--- src/rtl/lcd_text_buffer.sv ---
// 32-cell character buffer for a 2x16 LCD. A producer streams characters and
// control codes in; the LCD controller reads cells back by index with no latency.
module lcd_text_buffer #(
  parameter logic [7:0] FILL_CHAR = 8'h20
) (
  input  logic       CLOCK_50,
  input  logic       reset,
  input  logic [7:0] char_in,
  input  logic       char_valid,
  output logic       char_ready,
  input  logic       clear,
  input  logic [4:0] lcd_index,
  output logic [7:0] lcd_ascii,
  output logic [4:0] cursor,
  output logic       busy
);

  localparam int CELLS = 32;

  typedef enum logic {CLEAR, IDLE} state_t;

  state_t     state;
  logic [4:0] sweep;
  logic [7:0] cells [CELLS];

  logic       xfer;
  logic       wr_en;
  logic [4:0] wr_addr;
  logic [7:0] wr_data;
  logic [4:0] cursor_nxt;
  logic       printable;

  assign char_ready = (state == IDLE) & ~clear & ~reset;
  assign busy       = (state == CLEAR) | reset;
  assign xfer       = char_valid & char_ready;
  assign lcd_ascii  = cells[lcd_index];
  assign printable  = (char_in >= 8'h20) && (char_in <= 8'h7E);

  // One shared write port: the sweep owns it in CLEAR, the producer in IDLE.
  always_comb begin
    wr_en      = 1'b0;
    wr_addr    = cursor;
    wr_data    = char_in;
    cursor_nxt = cursor;
    if (state == CLEAR) begin
      wr_en   = 1'b1;
      wr_addr = sweep;
      wr_data = FILL_CHAR;
    end else if (xfer) begin
      if (printable) begin
        wr_en      = 1'b1;
        cursor_nxt = cursor + 5'd1;
      end else begin
        case (char_in)
          8'h0A: cursor_nxt = cursor[4] ? 5'd0 : 5'd16;
          8'h0D: cursor_nxt = cursor[4] ? 5'd16 : 5'd0;
          8'h08: if (cursor != 5'd0) begin
            cursor_nxt = cursor - 5'd1;
            wr_en      = 1'b1;
            wr_addr    = cursor - 5'd1;
            wr_data    = FILL_CHAR;
          end
          default: cursor_nxt = cursor;
        endcase
      end
    end
  end

  always_ff @(posedge CLOCK_50) begin
    if (reset) begin
      state  <= CLEAR;
      sweep  <= 5'd0;
      cursor <= 5'd0;
    end else begin
      case (state)
        CLEAR: begin
          sweep <= sweep + 5'd1;
          if (sweep == 5'd31) state <= IDLE;
        end
        IDLE: begin
          if (clear) begin
            state  <= CLEAR;
            sweep  <= 5'd0;
            cursor <= 5'd0;
          end else begin
            cursor <= cursor_nxt;
          end
        end
        default: state <= CLEAR;
      endcase
    end
  end

  // Storage has no reset; the sweep that follows reset initialises it.
  always_ff @(posedge CLOCK_50) begin
    if (wr_en && !reset) cells[wr_addr] <= wr_data;
  end

endmodule

--- config.mk ---
export PLATFORM = sky130hd
export DESIGN_NAME = lcd_text_buffer
export DESIGN_NICKNAME = d
export VERILOG_FILES = /design/src/rtl/lcd_text_buffer.sv
export SDC_FILE = /design/constraint.sdc
export NUM_CORES = 1
export LEC_CHECK = 0
export BUFFER_PORTS_ARGS = -buffer_cell sky130_fd_sc_hd__buf_4
export CAP_MARGIN = 5
export CORE_UTILIZATION = 69
export CTS_BUF_LIST = sky130_fd_sc_hd__clkbuf_8
export CTS_CLUSTER_DIAMETER = 200
export DETAILED_ROUTE_END_ITERATION = 10
export GPL_TIMING_DRIVEN = 0
export PLACE_DENSITY = 0.87
export SLEW_MARGIN = 20
export SYNTH_ARGS = -nofsm -noshare
export SYNTH_HDL_FRONTEND = slang
export SYNTH_SLANG_ARGS = --single-unit
--- constraint.sdc ---
create_clock -name CLOCK_50 -period 7.03 [get_ports CLOCK_50]
set_input_delay 0.3515 -clock CLOCK_50 [delete_from_list [all_inputs] [get_ports CLOCK_50]]
set_output_delay 0.3515 -clock CLOCK_50 [all_outputs]
set_load 0.05 [all_outputs]
; ---- Word level (Yosys, flattened, before mapping)
; Memories as Yosys holds them, arrays and structs flattened.
; Cells that the tools add are included.
[totals]
inputBits = 17
output_inout_bits = 15
ff_bits = 11
elab_cells = 56
ram_bits = 256
mem_count = 1
[mem_list]
columns = memory, depth, word_bits, rd, rd_clocked_by_memory_dff, write_ports, line
row1 = cells, 32, 8, 1, 0, 1, 24  ; logic [7:0] cells [CELLS];
[classes]
bitwise = 7
eq_ne = 5
n_reduce_logical = 7
n_mux = 28
add_sub_neg = 3
magnitude_cmp = 2
[ops]
columns = operator, count
row1 = $mux 5, 11
row2 = $mux 8, 5
row3 = $eq 8x4->1 const B, 3
row4 = $pmux 5 s3, 1
row5 = $add 5x1->5 const B, 2
row6 = $pmux 5 s2, 1
row7 = $reduce_bool 5->1, 2
row8 = $mux 1, 9
row9 = $ge 8x6->1 const B, 1
row10 = $le 8x7->1 const B, 1
row11 = $eq 5x5->1 const B, 1
row12 = $sub 5x1->5 const B, 1
row13 = $and 1x1->1, 3
row14 = $not 1->1, 3
row15 = $reduce_and 3->1, 1
row16 = $logic_and 1x1->1, 2
row17 = $ne 2x2->1 const B, 1
row18 = $pmux 1 s2, 1
row19 = $reduce_bool 2->1, 1
row20 = $logic_not 1->1, 1
row21 = $or 1x1->1, 1

; ---- Depth between registers and ports, before layout
; Gate-level depths: netlist of the first run.
[logic_depth]
ltp_word = 9
depth_mapped = 9
ltp_nobuf = 7

; ---- Least setup slack after synthesis of the first run
; OpenSTA, ideal clock, no wires.
[synth_path]
path_kind = register -> register
start = reg cursor[1]
end = mem cells[6][0] (enable)
path_buffers = 3
period_less_slack_ns = 3.718
path_stages_with_launch = 10
setup_slack_ns = 3.312
arrival_time_ns = 3.323
path_cell_list = dfxtp_1 -> clkbuf_1 -> inv_1 -> ha_1 -> nor4b_2 -> clkbuf_1 -> or4_1 -> and3_1 -> clkbuf_1 -> nor4_1
[synth_between]
elab_chain_cells = 9
word_cells_on_any_way = 15
cone_classes = add/sub (1) / mux (12) / reduce/logical (2)
[synth_lines]
columns = item, line
row1 = "start, declared", 14  ; output logic [4:0] cursor,
row2 = "start signal, assigned", 86  ; cursor <= cursor_nxt;
row3 = "parallel branches: the longest is 9 deep, another holds $sub 5x1->5", -
row4 = "end, declared", 24
; Several ways; the timed one is not identified.

; ---- Worst setup path in the final report of the first run
[layout_path]
start = reg cursor[1]
end = mem cells[9][7] (enable)
; The elaborated chain is that of the path after synthesis.

==> results of run 1 <==
where the power goes:
part / switching [mW] / internal, mW / total, mW
logic: 0.116 / 0.0773 / 0.194
clock network: 0.590 / 0.569 / 1.16
registers: 0.00538 / 1.73 / 1.73
total: 0.712 / 2.37 / 3.09
worst register-to-register path, cell delays in order, from the launching register on:
cell      delay (ns)
dfxtp_1         0.36
clkbuf_1        0.33
inv_1           0.15
ha_1            0.27
nor4b_2         0.21
nor4b_4         0.47
o21a_1          0.22
a21oi_1         0.30
buf_2           0.36
nor4_2          0.79
sequential cells by signal, summed over array words and instances (netlist names):
| name | cells |
|---|---|
| state | 1 |
| cells | 256 |
| sweep | 5 |
| cursor | 5 |
area by class of cell:
| class | count | area share |
|---|---|---|
| Clock buffer | 43 | 0.04668 |
| Multi-Input combinational cell | 256 | 0.2548 |
| Buffer | 39 | 0.01510 |
| Tap cell | 216 | 0.02132 |
| Clock inverter | 29 | 0.01036 |
| Inverter | 7 | 0.002073 |
| Timing Repair Buffer | 52 | 0.02586 |
| Sequential cell | 267 | 0.6238 |
through the flow:
| step | setup slack (ns) | cell area, um2 | total power [mW] |
|---|---|---|---|
| floorplan | 3.312 | 11140 | 1.888 |
| CTS | 3.244 | 12670 | 3.083 |
| finish | 3.185 | 12680 | 3.085 |
| global route | 2.975 | 12680 | 3.151 |
| global placement | 2.686 | 11610 | 1.937 |
| detailed placement | 3.304 | 11940 | 1.955 |
routing by layer:
layer | global-route usage | vias up
met4 | 0.1654 | 0
met1 | 0.4833 | 3301
met2 | 0.5669 | 572
li1 | - | 2602
met5 | 0 | -
met3 | 0.06647 | 98
synthesized netlist by cell type (3+ instances only):
cell      instances
nor3b_1           4
a21oi_1          13
o21ai_1           3
dfxtp_1          11
nor3_1            4
buf_6             3
a31oi_1           4
buf_1             3
nor4_1           34
nand3b_1          3
inv_1             7
nor2_1           15
nand2_1          11
mux2_2            8
o21ai_0           5
mux4_2           80
buf_2            12
and3_1            3
clkbuf_1         19
edfxtp_1        256
and2_1            8
nand3_1           5
ha_1              4
o22ai_1           4
nand2b_1          7
cell families after synthesis:
group | Yosys count
adder cells (fa/ha/maj) | 4
multiplexers | 90
AND/OR/NAND/NOR | 108
flip-flops | 267
XOR/XNOR | 1
buffers and inverters | 46
AO/OA/AOI/OAI | 53
path summary, 6_finish.rpt:
path,cells after the start,to,start,slack (ns)
worst max-delay path,9,cells[9][7],cursor[1],3.19
worst min-delay path,2,cursor[1],reset,0.07
worst max register to register,9,cells[9][7],cursor[1],3.19
worst min register to register,2,sweep[4],sweep[4],0.55
==> results.tsv, run 1 <==
stage	metric	value	unit
final_layout	fillcell total	730	
final_layout	commonest non-fill, non-tap cell in the layout	edfxtp_1	
synthesis	main area contributors after synthesis	edfxtp_1 (69%), mux4_2 (16%), dfxtp_1 (2.0%), nor4_1 (1.9%), mux2_2 (0.81%)	
routing	DR vias	6573	
synthesis	Post-Synthesis Cells	569	
synthesis	Yosys cell types	61	
timing	setup TNS	0	ns
synthesis	post-synthesis compound-gate area fraction	0.03515	
cts	CTS H-tree depth	2	
synthesis	predominant post-synthesis flop cell	edfxtp_1	
placement	IO Port Bufs	26	
synthesis	adder-cell share of the synthesized area	0.004492	
synthesis	area share of the largest cell type after synthesis	0.6900	
timing	RSZ-0062 raised after global routing	no	
cts	Resize count post-CTS	0	
synthesis	flops & latches, synth	267	
critical_path	worst path arrival time	3.99	ns
synthesis	sequential area share after synthesis	0.7098	
critical_path	crit-path max FO	10	
routing	DRC	0	
synthesis	post-synthesis simple-gate area fraction	0.05863	
timing	final hold slack	0.07443	ns
global_route	global-route wire length before repair	40530	um
critical_path	Slowest-stage cell, CP	nor4_2	
synthesis	Post-synth ARST share	0	
critical_path	Critical Path End Type	register	
final_layout	Finished Layout Cells	909	
cts	CTS tree	done	
timing	setup violators final	0	
global_route	antenna violations before repair	0	
global_route	vias in the first global route	6454	
final_layout	multi-input logic area	0.003231	mm2
timing	relative slew slack	0.1704	
floorplan	initial core utilization	0.7039	
final_layout	FF+latch area	0.007908	mm2
global_route	total global-route track usage	0.3539	
routing	drt first pass iters	5	
critical_path	Worst Path Required	7.18	ns
worst_hold_path	worst min-delay path class	in -> reg	
cts	Post-CTS Hold Buffers	0	
timing	max-slew violation count	0	
routing	DR top layer	met4	
critical_path	CP bufs+invs	3	
pwr	Lkg Pwr	3.935	nW
routing	Detailed Route WL	27680	um
floorplan	FP Rows	46	
synthesis	YS warnings	0	
final_layout	most frequent cells in the layout	edfxtp_1 (256), mux4_2 (80), clkbuf_8 (43)	
synthesis	main combinational cell family by area after synthesis	multiplexers	
floorplan	die area	0.01666	mm2
routing	WL per Instance	30.45	um
synthesis	syn nets	590	
synthesis	synthesized area	0.01114	mm2
placement	GP Congestion	0.8704	
timing	Final Hold Fails	0	
pwr	power per cell area	243.4	mW/mm2
final_layout	Final Core Density	0.8009	
placement	placed instance count	837	
routing	WL met3	3040	um
timing	Worst Tran Pin Value	1.244	ns
synthesis	multiplexer share of the synthesized area	0.1716	
synthesis	cell taking the most area after synthesis	edfxtp_1	
routing	Iteration-0 DRC Markers	995	
final_layout	Layout area overhead	13.79	%
final_layout	share of cells above drive strength 1	0.3766	
critical_path	CP top delay family	simple AND/OR/NAND/NOR gates	
timing	Tmin final	3.845	ns
floorplan	core area	0.01583	mm2
floorplan	die height	129.1	um
critical_path	CP Launch Type	register	
routing	DR WL met2	13620	um
synthesis	mean post-synth cell area	19.58	um2
timing	fmax	260.1	MHz
final_layout	nets	684	
global_route	remaining global-route overflow	0	
cts	Root Driver	clkbuf_8	
synthesis	Post-Synth XOR/XNOR Area	0.0007862	
timing	fin crit share	0.5469	
cts	clk sinks	267	
timing	Setup Skew	0.01402	ns
critical_path	Max stage delay on crit path	0.79	ns
run_status	status	completed	
cts	Post-CTS Setup Inserts	0	
critical_path	worst path cell trace	clkbuf_1, inv_1, ha_1, nor4b_2, nor4b_4, o21a_1, a21oi_1, buf_2, nor4_2	
critical_path	CP Class	reg -> reg	
floorplan	IO Count	32	
pwr	maximum vdd drop	0.1630	mV
cts	CTS max path bufs	3	
routing	M1 wire length	9706	um
floorplan	Die X	129.1	um
global_route	largest net degree at the start of global routing	33	
placement	DPL Wire Length	17620	um
job	number of max-cap violations	0	
synthesis	EDFF count, synth	256	
cts	clock transition at the registers of the reported paths	0.06	ns
cts	cts bufs inserted	40	
final_layout	antenna fix cells	0	
cts	clock latency on the worst-skew pair	0.53	ns
routing	Vias per Instance	7.231	
routing	Final ANT Viol Nets	0	
Power figures use the tool's default switching activity.
==> run 2: changes to the inputs <==
ABC_AREA = 1   (was default)
CORE_UTILIZATION = 65   (was 69)
PLACE_DENSITY = 0.83   (was 0.87)
clock period = 3.7 ns   (was 7.03 ns; I/O delays follow)
==> run 2 against run 1 <==
  * Clock power increased by 85%
  * Core utilization decreased by 6.2 points
  * Synthesized cell count increased by 70%
  * Maximum frequency increased by 30%
  * Setup slack got worse by 2.5 ns
  * Sequential power increased by 90%
  * Total power increased by 91%
  * Via count increased by 30%
  * Combinational power increased by 130%
  * Flip-flop and latch count unchanged
  * Sequential share of layout area decreased by 0.72 points
  * Critical path depth increased by 2
  * Highest routed layer unchanged
==> results.tsv, run 2 <==
stage	metric	value	unit
floorplan	initial core utilization	0.6701	
final_layout	top flop regs	cells: 256 flops, cursor: 5 flops, sweep: 5 flops	
floorplan	core area	0.01736	mm2
pwr	Total Power	5.883	mW
critical_path	worst path cell trace	inv_1, ha_1, nand3_2, nand3_1, nand2_1, nand2_1, nand2_1, nand2_1, inv_2, nand3_4, nor2_1	
timing	Tmin final	2.967	ns
critical_path	critical path launch point	cursor[0]	
cts	CTS max path bufs	3	
final_layout	most frequent cells in the layout	edfxtp_1 (256), nor2_1 (186), nand2_1 (103)	
critical_path	Critical R2R Launch	cursor[0]	
critical_path	CP Class	reg -> reg	
synthesis	EDFF count, synth	256	
timing	max-slew violation count	0	
routing	Iteration-0 DRC Markers	1422	
final_layout	antenna fix cells	0	
timing	RSZ-0062 raised after global routing	no	
timing	final hold slack	0.1797	ns
timing	relative slew slack	0.2627	
cts	Post-CTS Hold Buffers	3	
synthesis	flops & latches, synth	267	
final_layout	commonest non-fill, non-tap cell in the layout	edfxtp_1	
cts	clock latency on the worst-skew pair	0.55	ns
timing	Worst Tran Pin Value	1.099	ns
floorplan	Die X	135.8	um
routing	drt first pass iters	7	
floorplan	die height	135.8	um
critical_path	Critical Path End Type	register	
global_route	largest net degree at the start of global routing	33	
timing	Setup Skew	0.02690	ns
placement	DPL Wire Length	19500	um
pwr	power per cell area	458.7	mW/mm2
pwr	Lkg Pwr	4.366	nW
worst_hold_path	Hold Crit Start	char_in[7]	
routing	Detailed Route WL	30690	um
global_route	antenna violations before repair	0	
synthesis	syn nets	988	
critical_path	Slowest-stage cell, CP	nor2_1	
timing	Final Hold Fails	0	
timing	setup violators final	0	
floorplan	FP Rows	48	
synthesis	Post-Synthesis Cells	967	
cts	clk sinks	267	
critical_path	Worst Path Required	3.86	ns
cts	cts bufs inserted	41	
placement	IO Port Bufs	25	
synthesis	main area contributors after synthesis	edfxtp_1 (66%), nor2_1 (6.0%), o221ai_1 (4.8%), o21bai_1 (4.1%), nand2_1 (3.4%)	
critical_path	worst path arrival time	3.12	ns
global_route	global-route wire length before repair	46050	um
synthesis	YS warnings	0	
synthesis	mean post-synth cell area	12.03	um2
timing	fin crit share	0.8019	
final_layout	nets	1059	
pwr	maximum vdd drop	0.2725	mV
job	number of max-cap violations	0	
critical_path	cell mode on critical path	nand2_1	
critical_path	R2R cell count	11	
floorplan	IO Count	32	
timing	fmax	337.0	MHz
routing	WL per Instance	23.85	um
cts	clock transition at the registers of the reported paths	0.06	ns
worst_hold_path	worst min-delay path class	in -> reg	
worst_hold_path	Hold Path End	cursor[4]	
cts	CTS tree	done	
critical_path	crit-path max FO	8	
routing	Vias per Instance	6.657	
final_layout	Layout area overhead	10.26	%
global_route	remaining global-route overflow	0	
global_route	vias in the first global route	8216	
run_status	status	completed	
synthesis	Yosys cell types	35	
floorplan	die area	0.01843	mm2
synthesis	Synth top cells by count	edfxtp_1 (256), nor2_1 (186), nand2_1 (104)	
critical_path	reg-to-reg endpoint	cells[3][4]	
synthesis	count leader, synth	edfxtp_1	
routing	DRC	0	
synthesis	predominant post-synthesis flop cell	edfxtp_1	
final_layout	share of cells above drive strength 1	0.1347	
synthesis	cell taking the most area after synthesis	edfxtp_1	
final_layout	Reg with most FFs	cells	
synthesis	Post-synth ARST share	0	
worst_hold_path	WHS Path Cells	6	
routing	Final ANT Viol Nets	0	
critical_path	CP Launch Type	register	
timing	setup TNS	0	ns
cts	Resize count post-CTS	0	
cts	Post-CTS Setup Inserts	0	
synthesis	sequential area share after synthesis	0.6799	
final_layout	Largest register FFs	256	
global_route	total global-route track usage	0.3465	
placement	GP Congestion	0.9896	
critical_path	Max stage delay on crit path	0.69	ns
routing	DR vias	8567	
cts	Root Driver	clkbuf_8	
synthesis	synthesized area	0.01163	mm2
synthesis	area share of the largest cell type after synthesis	0.6609	
critical_path	Reg2Reg Setup Slack	0.73	ns
cts	CTS H-tree depth	2	
-- run 2: layout make-up --
class / instances / area, um2
clock buffers: 43 / 591.8
flip-flops and latches: 267 / 7908
plain buffers: 58 / 274.0
well taps: 225 / 281.5
fillers: 1114 / 4532
multi-input cells: 604 / 3308
repair buffers: 28 / 217.7
inverters: 38 / 143.9
clock inverters: 24 / 100.1
-- run 2: how the worst max path moves through the flow --
stage,depth (start not counted),end
after detailed placement,11,cells[2][7]
final,11,cells[3][4]
after global placement,11,cells[18][4]
after floorplan,13,cells[21][0]
after global routing,11,cells[18][1]
after CTS,11,cells[18][1]
-- run 2: routing by layer --
layer	wire (um)	share of wire	global-route usage
met4	1502	0.049	0.1729
met2	14490	0.47	0.5476
met5	0	0	0
met1	10710	0.35	0.4449
met3	3985	0.13	0.09203
-- run 2: cell families after synthesis --
kind of cell	share of synthesized area
AO/OA/AOI/OAI	0.1286
XOR/XNOR	0.0007531
adder cells (fa/ha/maj)	0.004303
buffers and inverters	0.03593
flip-flops	0.6799
AND/OR/NAND/NOR	0.1506
-- run 2: power by group --
| group | leakage (nW) | total (mW) | internal [mW] | switching, mW |
|---|---|---|---|---|
| logic | 1.66 | 0.444 | 0.127 | 0.317 |
| clock network | 0.397 | 2.15 | 1.06 | 1.08 |
| registers | 2.31 | 3.29 | 3.28 | 0.00691 |
-- run 2: worst max-delay path, delay by kind of cell, from the launching register on --
family        cells  cell delay, ns
simple gates      8            1.45
flops             1            0.50
fa+ha+maj         1            0.29
buf+inv           2            0.31
-- run 2: per-stage QoR --
| stage | instances | utilization | cell area [um2] | worst slack, ns |
|---|---|---|---|---|
| global route | 1287 | 0.7389 | 12820 | 0.5036 |
| detailed placement | 1217 | 0.6972 | 12100 | 0.8148 |
| global placement | 1217 | 0.6972 | 12100 | 0.8617 |
| finish | 1287 | 0.7389 | 12820 | 0.7328 |
| CTS | 1287 | 0.7388 | 12820 | 0.7939 |
| floorplan | 967 | - | 11630 | 1.035 |
==> run 3: changes to the inputs <==
clock period = 3 ns   (was 3.7 ns; I/O delays follow)
==> run 3 against run 2 <==
  * Global-route usage is the same
  * Setup slack lost 0.73 ns
  * Via count rose by 0.21%
  * Combinational power rose by 25%
  * Register-to-register slack got worse by 0.73 ns
  * Largest cell class unchanged
  * Non-clock buffer count unchanged
  * Clock power increased by 23%
  * Count of clock-buffer cells in the layout unchanged
  * Cell area is 0.53% higher
  * Clock skew down 0.0037 ns
  * First-iteration DRC count down 6.0%
==> results.tsv, run 3 (same netlist as run 2, synthesis figures left out) <==
stage	metric	value	unit
run_status	status	completed	
floorplan	IO Count	32	
timing	Final Hold Fails	0	
placement	DPL Wire Length	19500	um
timing	Setup WS post-layout	0.007735	ns
final_layout	Layout area overhead	10.84	%
placement	IO Port Bufs	25	
global_route	total global-route track usage	0.3465	
critical_path	Worst Path Required	3.17	ns
critical_path	CP Class	reg -> reg	
routing	DR vias	8585	
routing	WL per Instance	23.98	um
final_layout	antenna fix cells	0	
pwr	Lkg Pwr	4.361	nW
cts	cts bufs inserted	41	
final_layout	top flop regs	cells: 256 flops, cursor: 5 flops, sweep: 5 flops	
global_route	largest net degree at the start of global routing	33	
critical_path	CP Launch Type	register	
placement	GP Congestion	0.9896	
routing	M1 wire length	10890	um
timing	max-slew violation count	0	
critical_path	Reg2Reg Setup Slack	0.008	ns
floorplan	Die X	135.8	um
timing	relative slew slack	0.2469	
job	number of max-cap violations	0	
cts	CTS H-tree depth	2	
routing	Final ANT Viol Nets	0	
final_layout	most frequent cells in the layout	edfxtp_1 (256), nor2_1 (159), nand2_1 (103)	
timing	Worst Tran Pin Value	1.123	ns
timing	fin crit share	0.9974	
routing	DRC	0	
final_layout	Reg with most FFs	cells	
cts	Post-CTS Setup Inserts	0	
cts	clock latency on the worst-skew pair	0.54	ns
routing	Detailed Route WL	30860	um
floorplan	die height	135.8	um
timing	RSZ-0062 raised after global routing	yes	
pwr	maximum vdd drop	0.3367	mV
routing	DR WL met2	14500	um
critical_path	worst path arrival time	3.16	ns
final_layout	Largest register FFs	256	
critical_path	R2R cell count	13	
cts	clock transition at the registers of the reported paths	0.06	ns
global_route	remaining global-route overflow	0	
routing	DR top layer	met4	
final_layout	share of cells above drive strength 1	0.1601	
timing	Tmin final	2.992	ns
final_layout	nets	1059	
timing	fmax	334.2	MHz
cts	Root Driver	clkbuf_8	
floorplan	FP Rows	48	
floorplan	die area	0.01843	mm2
global_route	vias in the first global route	8216	
final_layout	Final Core Density	0.7428	
pwr	power per cell area	563.0	mW/mm2
critical_path	CP endpoint	cells[13][7]	
routing	Vias per Instance	6.671	
cts	CTS tree	done	
timing	setup violators final	0	
routing	Iteration-0 DRC Markers	1336	
critical_path	critical path launch point	cursor[0]	
cts	CTS max path bufs	3	
global_route	global-route wire length before repair	46050	um
floorplan	core area	0.01736	mm2
final_layout	commonest non-fill, non-tap cell in the layout	edfxtp_1	
critical_path	Critical R2R Launch	cursor[0]	
placement	Place WS	0.1148	ns
critical_path	reg-to-reg endpoint	cells[13][7]	
global_route	antenna violations before repair	0	
timing	Setup Skew	0.02317	ns
floorplan	initial core utilization	0.6701	
worst_hold_path	worst min-delay path class	in -> reg	
critical_path	Critical Path End Type	register	
critical_path	crit-path max FO	8	
cts	clk sinks	267	
routing	drt first pass iters	5	
routing	WL met3	3961	um
==> run 3: changes by cell type in the layout (fill, tap and decap cells not counted) <==
cell	before	now
nor2_2	0	27
nor2_1	186	159
==> run 3: repair_timing <==
action,CTS,global route
setup endpoints to repair,0,256
resized for setup,0,27
hold buffers,3,0
hold endpoints to repair,7,0
==> run 3: area by class of cell <==
cell class | count | area, um2
sequential | 267 | 7908
fill | 1101 | 4464
inverter | 38 | 143.9
clock inverter | 24 | 100.1
buffer | 58 | 274.0
timing repair buffer | 28 | 217.7
clock buffer | 43 | 591.8
multi-input combinational | 604 | 3376
tap | 225 | 281.5
==> run 3: worst min-delay path by stage <==
stage | slack, ns | depth (start not counted) | to | start
3_5_place_dp | 0.40 | 2 | cursor[1] | reset
5_1_grt | 0.19 | 6 | cursor[4] | char_in[7]
2_1_floorplan | 0.22 | 1 | cursor[0] | reset
4_1_cts | 0.13 | 6 | cursor[4] | char_in[7]
6_report | 0.15 | 6 | cursor[4] | char_in[7]
3_3_place_gp | 0.39 | 2 | cursor[1] | reset
==> run 3: power breakdown <==
part           internal, mW  switching [mW]  total, mW
combinational         0.157           0.399      0.557
sequential             4.05         0.00858       4.06
clock                  1.31            1.33       2.64
==> run 3: through the flow <==
| stage | hold WS (ns) | area [um2] | TNS [ns] | total power, mW | std cells |
|---|---|---|---|---|---|
| after floorplan | 0.2191 | 11630 | 0 | 4.474 | 967 |
| after global placement | 0.3885 | 12100 | 0 | 4.640 | 1217 |
| after detailed placement | 0.3952 | 12100 | 0 | 4.656 | 1217 |
| after CTS | 0.1274 | 12820 | 0 | 7.207 | 1287 |
| after global routing | 0.1935 | 12890 | -5.028 | 7.423 | 1287 |
| final | 0.1517 | 12890 | 0 | 7.258 | 1287 |
==> run 3: metal layers <==
metal,vias to the layer above,GRT usage
met5,-,0
met4,0,0.1729
met3,120,0.09203
met2,672,0.5476
met1,4117,0.4449
li1,3676,-
==> run 3: worst max-delay path: stages (launching register included) <==
cell     delay, ns
dfxtp_1       0.51
inv_1         0.15
ha_1          0.29
nand2_1       0.09
inv_1         0.04
nor2_1        0.07
nand2_1       0.09
inv_1         0.06
nand3_1       0.08
nand2_1       0.10
nand2_2       0.06
nand2_4       0.09
nand4_1       0.29
nor2_1        0.69
